===== src/rtl/debounce_bank_if.sv =====
// Signal bundle for debounce_bank: raw inputs and repeat enables in,
// conditioned levels and single-cycle event pulses out.
interface debounce_bank_if #(
    parameter int CHANNELS = 16
);
    logic [CHANNELS-1:0] noisy;
    logic [CHANNELS-1:0] repeat_en;
    logic [CHANNELS-1:0] clean;
    logic [CHANNELS-1:0] rise;
    logic [CHANNELS-1:0] fall;
    logic [CHANNELS-1:0] press;
    logic                any_active;

    modport master (
        output noisy,
        output repeat_en,
        input  clean,
        input  rise,
        input  fall,
        input  press,
        input  any_active
    );

    modport slave (
        input  noisy,
        input  repeat_en,
        output clean,
        output rise,
        output fall,
        output press,
        output any_active
    );
endinterface


===== src/rtl/debounce_bank.sv =====
// Multi-channel debouncer: two-flop synchronizer, stable-count debounce,
// registered rise/fall pulses and per-channel auto-repeat on press.
//
// state  | meaning
// IDLE   | clean is low, no repeat activity
// DELAY  | clean is high, counting the initial hold before the first repeat
// REPEAT | clean is high, emitting a press every REPEAT_RATE cycles
module debounce_bank #(
    parameter int CHANNELS        = 16,
    parameter int DEBOUNCE_CYCLES = 650000,
    parameter int REPEAT_DELAY    = 32500000,
    parameter int REPEAT_RATE     = 6500000,
    parameter int B_DB            = $clog2(DEBOUNCE_CYCLES),
    parameter int B_RPT           = $clog2((REPEAT_DELAY > REPEAT_RATE) ? REPEAT_DELAY : REPEAT_RATE)
) (
    input  logic           clock,
    input  logic           reset_n,
    debounce_bank_if.slave bus
);
    typedef enum logic [1:0] {
        IDLE   = 2'd0,
        DELAY  = 2'd1,
        REPEAT = 2'd2
    } rpt_state_t;

    localparam logic [B_DB-1:0]  DB_LAST    = B_DB'(DEBOUNCE_CYCLES - 1);
    localparam logic [B_RPT-1:0] DELAY_LAST = B_RPT'(REPEAT_DELAY - 1);
    localparam logic [B_RPT-1:0] RATE_LAST  = B_RPT'(REPEAT_RATE - 1);

    logic [CHANNELS-1:0] sync1;
    logic [CHANNELS-1:0] sync2;
    logic [CHANNELS-1:0] clean_q;
    logic [CHANNELS-1:0] rise_q;
    logic [CHANNELS-1:0] fall_q;
    logic [CHANNELS-1:0] press_q;
    logic                any_q;

    logic [CHANNELS-1:0] clean_d;
    logic [CHANNELS-1:0] rise_d;
    logic [CHANNELS-1:0] fall_d;
    logic [CHANNELS-1:0] tick_d;

    logic [B_DB-1:0]     cnt_q  [CHANNELS];
    logic [B_DB-1:0]     cnt_d  [CHANNELS];
    rpt_state_t          state_q [CHANNELS];
    rpt_state_t          state_d [CHANNELS];
    logic [B_RPT-1:0]    rcnt_q [CHANNELS];
    logic [B_RPT-1:0]    rcnt_d [CHANNELS];

    always_ff @(posedge clock or negedge reset_n) begin
        if (!reset_n) begin
            sync1 <= '0;
            sync2 <= '0;
        end else begin
            sync1 <= bus.noisy;
            sync2 <= sync1;
        end
    end

    // Any sample that agrees with the current level restarts the stability count.
    always_comb begin
        clean_d = clean_q;
        rise_d  = '0;
        fall_d  = '0;
        for (int i = 0; i < CHANNELS; i++) begin
            cnt_d[i] = '0;
            if (sync2[i] != clean_q[i]) begin
                if (cnt_q[i] == DB_LAST) begin
                    clean_d[i] = sync2[i];
                    rise_d[i]  = sync2[i];
                    fall_d[i]  = ~sync2[i];
                end else begin
                    cnt_d[i] = cnt_q[i] + 1'b1;
                end
            end
        end
    end

    // Release is judged on the level being written this edge, so a tick that
    // coincides with the falling update is dropped.
    always_comb begin
        tick_d = '0;
        for (int i = 0; i < CHANNELS; i++) begin
            state_d[i] = state_q[i];
            rcnt_d[i]  = rcnt_q[i];
            case (state_q[i])
                IDLE: begin
                    if (rise_d[i]) begin
                        state_d[i] = DELAY;
                        rcnt_d[i]  = '0;
                    end
                end
                DELAY: begin
                    if (!clean_d[i]) begin
                        state_d[i] = IDLE;
                        rcnt_d[i]  = '0;
                    end else if (!bus.repeat_en[i]) begin
                        rcnt_d[i] = '0;
                    end else if (rcnt_q[i] == DELAY_LAST) begin
                        tick_d[i]  = 1'b1;
                        rcnt_d[i]  = '0;
                        state_d[i] = REPEAT;
                    end else begin
                        rcnt_d[i] = rcnt_q[i] + 1'b1;
                    end
                end
                REPEAT: begin
                    if (!clean_d[i]) begin
                        state_d[i] = IDLE;
                        rcnt_d[i]  = '0;
                    end else if (!bus.repeat_en[i]) begin
                        state_d[i] = DELAY;
                        rcnt_d[i]  = '0;
                    end else if (rcnt_q[i] == RATE_LAST) begin
                        tick_d[i] = 1'b1;
                        rcnt_d[i] = '0;
                    end else begin
                        rcnt_d[i] = rcnt_q[i] + 1'b1;
                    end
                end
                default: begin
                    state_d[i] = IDLE;
                    rcnt_d[i]  = '0;
                end
            endcase
        end
    end

    always_ff @(posedge clock or negedge reset_n) begin
        if (!reset_n) begin
            clean_q <= '0;
            rise_q  <= '0;
            fall_q  <= '0;
            press_q <= '0;
            any_q   <= 1'b0;
            for (int i = 0; i < CHANNELS; i++) begin
                cnt_q[i]   <= '0;
                state_q[i] <= IDLE;
                rcnt_q[i]  <= '0;
            end
        end else begin
            clean_q <= clean_d;
            rise_q  <= rise_d;
            fall_q  <= fall_d;
            press_q <= rise_d | tick_d;
            any_q   <= |clean_q;
            for (int i = 0; i < CHANNELS; i++) begin
                cnt_q[i]   <= cnt_d[i];
                state_q[i] <= state_d[i];
                rcnt_q[i]  <= rcnt_d[i];
            end
        end
    end

    assign bus.clean      = clean_q;
    assign bus.rise       = rise_q;
    assign bus.fall       = fall_q;
    assign bus.press      = press_q;
    assign bus.any_active = any_q;
endmodule


===== src/flat_wrapper.sv =====
// flat-port wrapper written by rule: the top's interface ports become plain ports
module debounce_bank_flat 
#(
    parameter int CHANNELS        = 16,
    parameter int DEBOUNCE_CYCLES = 650000,
    parameter int REPEAT_DELAY    = 32500000,
    parameter int REPEAT_RATE     = 6500000,
    parameter int B_DB            = $clog2(DEBOUNCE_CYCLES),
    parameter int B_RPT           = $clog2((REPEAT_DELAY > REPEAT_RATE) ? REPEAT_DELAY : REPEAT_RATE)
)
  (clock, reset_n, bus_noisy, bus_repeat_en, bus_clean, bus_rise, bus_fall, bus_press, bus_any_active);
  debounce_bank_if #(.CHANNELS(CHANNELS)) bus_i ();
  input  logic clock;
  input  logic reset_n;
  input wire logic [$bits(bus_i.noisy)-1:0] bus_noisy;
  input wire logic [$bits(bus_i.repeat_en)-1:0] bus_repeat_en;
  output wire logic [$bits(bus_i.clean)-1:0] bus_clean;
  output wire logic [$bits(bus_i.rise)-1:0] bus_rise;
  output wire logic [$bits(bus_i.fall)-1:0] bus_fall;
  output wire logic [$bits(bus_i.press)-1:0] bus_press;
  output wire logic [$bits(bus_i.any_active)-1:0] bus_any_active;
  assign bus_i.noisy = bus_noisy;
  assign bus_i.repeat_en = bus_repeat_en;
  assign bus_clean = bus_i.clean;
  assign bus_rise = bus_i.rise;
  assign bus_fall = bus_i.fall;
  assign bus_press = bus_i.press;
  assign bus_any_active = bus_i.any_active;
  debounce_bank #(.CHANNELS(CHANNELS), .DEBOUNCE_CYCLES(DEBOUNCE_CYCLES), .REPEAT_DELAY(REPEAT_DELAY), .REPEAT_RATE(REPEAT_RATE), .B_DB(B_DB), .B_RPT(B_RPT)) u_core (.clock(clock), .reset_n(reset_n), .bus(bus_i));
endmodule

===== config.mk =====
export PLATFORM = sky130hd
export DESIGN_NAME = debounce_bank_flat
export DESIGN_NICKNAME = d
export VERILOG_FILES = /design/src/rtl/debounce_bank_if.sv /design/src/rtl/debounce_bank.sv /design/src/flat_wrapper.sv
export SDC_FILE = /design/constraint.sdc
export NUM_CORES = 2
export LEC_CHECK = 0
export BUFFER_PORTS_ARGS = -buffer_cell sky130_fd_sc_hd__buf_2
export CORE_ASPECT_RATIO = 1.25
export CORE_MARGIN = 3
export CORE_UTILIZATION = 30
export DETAILED_ROUTE_END_ITERATION = 8
export GPL_ROUTABILITY_DRIVEN = 0
export HOLD_SLACK_MARGIN = 0.08
export MAX_ROUTING_LAYER = met4
export PLACE_DENSITY = 0.52
export RECOVER_POWER = 25
export REMOVE_ABC_BUFFERS = 1
export SLEW_MARGIN = 15
export SYNTH_ARGS = -nofsm -noshare
export SYNTH_HDL_FRONTEND = slang
export SYNTH_SLANG_ARGS = --single-unit

===== constraint.sdc =====
create_clock -name clock -period 2.49 [get_ports clock]
set_input_delay 0.1245 -clock clock [delete_from_list [all_inputs] [get_ports clock]]
set_output_delay 0.1245 -clock clock [all_outputs]
set_load 0.005 [all_outputs]

[Word-level counts from Yosys, hierarchy flattened]
Index checks and enable logic that the tools add are counted.
Cells by class
  add/sub/neg operators: 32
  reduce and logical (&&, ||, !) cells: 33
  multiplexer cells: 480
  bitwise gates (word level): 17
  eq/ne operators: 160
Operator list (number)
  $mux W25: 112
  $pmux W25 S3: 16
  $mux W20: 32
  $add A25 B1 Y25 const B: 16
  $eq A25 B23 Y1 const B: 16
  $eq A25 B25 Y1 const B: 16
  $add A20 B1 Y20 const B: 16
  $eq A20 B20 Y1 const B: 16
  $mux W1: 192
  $mux W2: 96
  $ne A3 B3 Y1 const B: 48
  $pmux W2 S3: 16
  $reduce_and A4 Y1: 16
  $eq A2 B1 Y1 const B: 16
  $eq A2 B2 Y1 const B: 16
  $logic_not A2 Y1: 16
  $ne A2 B1 Y1 const B: 16
  $pmux W1 S2: 16
  $ne A1 B1 Y1: 16
  $not A1 Y1: 16
  $or A16 B16 Y16: 1
  $reduce_or A16 Y1: 1
Word-level totals
  flip-flop bits (word level): 849
  output and inout port bits: 65

[Depth between registers and ports, before layout]
  depth in word-level cells: 6
  mapped depth: 10

[Worst setup path after synthesis]
No wires, ideal clock.
  path kind: register to register
  from: reg u_core.rcnt_q[362] (netlist name)
  to: reg u_core.rcnt_q[358] (netlist name)
  stages on the path, launching flop included: 8
  setup slack: -0.176 ns
  arrival time: 2.545 ns
  buffers on the path: 1
  required time: 2.369 ns
  clock period less this slack: 2.666 ns
  cell sequence: dfrtp_1 or4b_1 or4_4 o41ai_2 a221oi_1 buf_4 a21o_1 a22o_1
On the way
  longest elaborated chain between the ends: 5
  elaborated cells between the ends (all ways): 9
Ends and longest elaborated chain
  start, declared: RTL line debounce_bank.sv:47  | logic [B_RPT-1:0] rcnt_q [CHANNELS];
  start signal, assigned by index: RTL line debounce_bank.sv:150  | rcnt_q[i] <= rcnt_d[i];
  $eq A25 B23 Y1 / $eq A25 B25 Y1 (equally long branches): RTL line debounce_bank.sv:114, debounce_bank.sv:99
  $mux W25 (on tied branches): RTL line debounce_bank.sv:114, debounce_bank.sv:99
  $mux W25 (on tied branches): RTL line debounce_bank.sv:111, debounce_bank.sv:97
  $mux W25 (on tied branches): RTL line debounce_bank.sv:108, debounce_bank.sv:94
  $pmux W25 S3 *: RTL line debounce_bank.sv:86  | case (state_q[i])
Every way passes the cells marked *; elsewhere a longest branch is shown, timed or not.
A chain may end at the register's enable or synchronous reset.

[Worst setup path after layout]
  from: reg u_core.cnt_q[44] (netlist name)
  to: reg u_core.rcnt_q[55] (netlist name)
On the way
  longest elaborated chain between the ends: 5
  elaborated cells between the ends (all ways): 9
Ends and longest elaborated chain
  start, declared: RTL line debounce_bank.sv:43  | logic [B_DB-1:0] cnt_q [CHANNELS];
  start signal, assigned by index: RTL line debounce_bank.sv:148  | cnt_q[i] <= cnt_d[i];
  $eq A20 B20 Y1 *: RTL line debounce_bank.sv:68  | if (cnt_q[i] == DB_LAST) begin
  $mux W1: RTL line debounce_bank.sv:68
  $mux W1: RTL line debounce_bank.sv:67  | if (sync2[i] != clean_q[i]) begin
  $mux W25 (on tied branches): RTL line debounce_bank.sv:108, debounce_bank.sv:94
  $pmux W25 S3: RTL line debounce_bank.sv:86
Marks and branches as above.

==> reports/metrics.csv <==
metric,value,unit
status,"finished, violations left",
failing checks,"capacitance limit, slew limit, setup timing",
final setup fails,93,
Post-Syn Area,45100,um2
Yosys top cell by area,dfrtp_1,
worst-margin pin slew,2.07,ns
Synth cell types,79,
Initial Utilization,0.303,
LEAKAGE,25.2,nW
"Critical Path, Cell by Cell",or4b_1 > or3_4 > or3_4 > a221oi_4 > buf_6 > buf_6 > buf_12 > a21o_1 > a22o_1,
Detailed Place HPWL,77400,um
final setup margin,-0.152,ns
Synthesis Warnings,0,
hold depth,2,
largest net degree at the start of global routing,98,
Routed Antenna Nets,0,
Worst-Skew Late Latency,0.73,ns
Area after DPL,51300,um2
first-pass GRT wire length,191000,um
R2R depth,9,
Core Area,149000,um2
area grow syn2layout,27.2,%
initial antenna violation count,5,
most frequent cells after synthesis,"849 x dfrtp_1, 704 x nor2_1, 457 x nand2_1",
final critical delay including setup and external delays,2.64,ns
Pwr Density,523,nW/um2
fin util,0.385,
routed via count,37584,
Crit-path slowest cell,or4b_1,
Worst Skew,0.0404,ns
Max-slew headroom,-0.380,
hold path startpoint,bus_noisy[15],
Crit Reg-Reg Endpoint,u_core.rcnt_q[55]$_DFFE_PN0P_,
CTS tree,done,
crit start category,flop,
Synth top area share,0.472,
worst-path fanout max,8,
Max clock buf depth,3,
R2R Setup Slk,-0.15,ns
max frequency,379,MHz
Residual DRC,0,
synth top area cells,"dfrtp_1 47%, nor2_1 5.9%, xnor2_1 4.4%",
Die Ht,439,um
vias in the first global route,37805,
crit path DAT,3.30,ns
Final #Nets,5554,
DIE AREA,155000,um2
max_cap viols,4,
Worst EP required,3.15,ns
Finished Cell Area,57300,um2
GRT Residual Overflow,0,
Routed WL,113000,um
Hold Path Sink,u_core.sync1[15]$_DFF_PN0_,
register area share after synthesis,0.472,
Die Span X,353,um
Worst Path Buf+Inv,3,
GRT Overall Usage,0.149,
htree depth,3,
Final Slew Violations,241,
WS Path Type,flop to flop,
drt first-iter violations,1905,
drt first pass iters,7,
final worst-path cycle share,1.06,
num ports,99,
Setup crit end kind,flop,
worst min path class,input pin to flop,
ys flop type,dfrtp_1,
"EDFF count, synth",0,
Root Buffer,clkbuf_16,
area of the multi-input gates,24200,um2
Routed WL per cell,15.1,um
CP max stage delay,0.51,ns
Peak VDD IR,0.551,mV
top-count cell post-synth,dfrtp_1,
Post-synth ARST share,1.00,
vias per cell,5.01,
# fillers,14757,
FF+latch area,21200,um2
RSZ-0062 raised after global routing,yes,
Final Hold Viols,0,
Rows,158,
Cells after Synth,4788,
clock-pin slew on the worst setup and hold paths,0.06,ns
CP top delay family,simple AND/OR/NAND/NOR gates,
r2r startpoint,u_core.cnt_q[44]$_DFF_PN0_,
Sink Count,849,
Largest register FFs,400,
mean area per synthesized cell,9.41,um2
TritonCTS Buffers,100,
n_diodes,0,
register with the most flip-flops,u_core.rcnt_q,
share of post-route cells with drive strength above 1,0.192,
biggest regs,"u_core.rcnt_q x400, u_core.cnt_q x320, u_core.state_q x32",
Post-Place Setup Slack,-0.353,ns
IO Port Bufs,98,
Yosys reg bits,849,
[area by class of cell]
cell class | instances | share of cell area
multi-input cells | 3664 | 0.422
flip-flops and latches | 849 | 0.371
repair buffers | 678 | 0.0951
clock buffers | 149 | 0.0511
well taps | 2000 | 0.0437
clock inverters | 37 | 0.00895
inverters | 131 | 0.00858
[report_power, final]
group	switching, W	leakage [nW]	internal (W)
sequential	0.0000722	11.6	0.0139
clock	0.00630	1.68	0.00902
combinational	0.000466	11.9	0.000201
[worst max-delay path by stage]
stage,startpoint,end,depth (start not counted)
2_1_floorplan,u_core.cnt_q[220]$_DFF_PN0_,u_core.rcnt_q[275]$_DFFE_PN0P_,7
3_3_place_gp,u_core.rcnt_q[385]$_DFFE_PN0P_,u_core.rcnt_q[399]$_DFFE_PN0P_,6
3_5_place_dp,u_core.rcnt_q[385]$_DFFE_PN0P_,u_core.rcnt_q[397]$_DFFE_PN0P_,6
4_1_cts,u_core.rcnt_q[362]$_DFFE_PN0P_,u_core.rcnt_q[363]$_DFFE_PN0P_,7
5_1_grt,u_core.cnt_q[44]$_DFF_PN0_,u_core.rcnt_q[57]$_DFFE_PN0P_,9
6_report,u_core.cnt_q[44]$_DFF_PN0_,u_core.rcnt_q[55]$_DFFE_PN0P_,9
[layout by cell type, fill, tap and decap left out, drive strengths merged, types with 46 or more instances in the layout]
cell type	netlist	routed
and4	46	46
xnor2	225	225
a21oi	62	62
o21ai	145	145
ha	96	96
nand3	301	301
nor2	706	707
nor3	133	133
buf	23	607
inv	131	134
and3	144	144
nand4	146	146
nor4	102	102
xor2	184	184
clkbuf	122	171
dfrtp	849	849
a22o	149	149
a21o	96	96
and2	62	62
nand2	458	458
dlygate4sd3	0	49
[routing by layer]
layer  vias to the layer above  global-route usage  routed length [um]
met5                         -                   -                   0
met4                         0              0.0494                2990
met3                       197              0.0213                3810
met2                       509               0.251               55600
met1                     18410               0.183               51000
li1                      18468                   -                   -
[worst register-to-register path: cells and delay by family (launching register included)]
kind	cells	cell delay (ns)
simple gates	3	1.27
flops	1	0.37
buf+inv	3	0.43
compound gates	3	0.51
[cells by family after synthesis]
family	Yosys count	share of synthesized area
flops	849	0.472
simple gates	2442	0.277
buf+inv	276	0.0240
xor+xnor	409	0.0795
compound gates	670	0.110
fa+ha+maj	96	0.0267
mux	46	0.0107
[stage by stage]
| stage | instances | TNS [ns] | hold WS, ns | total power, W |
|---|---|---|---|---|
| global placement | 7216 | -23.67 | 0.0512 | 0.0149 |
| floorplan | 4643 | -122.11 | -0.171 | 0.0144 |
| global route | 7508 | -21.35 | 0.125 | 0.0313 |
| finish | 7508 | -5.40 | 0.178 | 0.0299 |
| CTS | 7472 | -6.01 | 0.0861 | 0.0307 |
| detailed placement | 7216 | -28.03 | 0.0510 | 0.0149 |
[repair_timing]
action	in CTS	in global routing
buffers inserted	13	29
hold buffers	49	0
pin swaps	71	111
hold endpoints to repair	1000	0
setup endpoints to repair	255	313
gates cloned	8	7
resized for setup	161	223
Note: power is estimated with default switching activity, not from simulation.
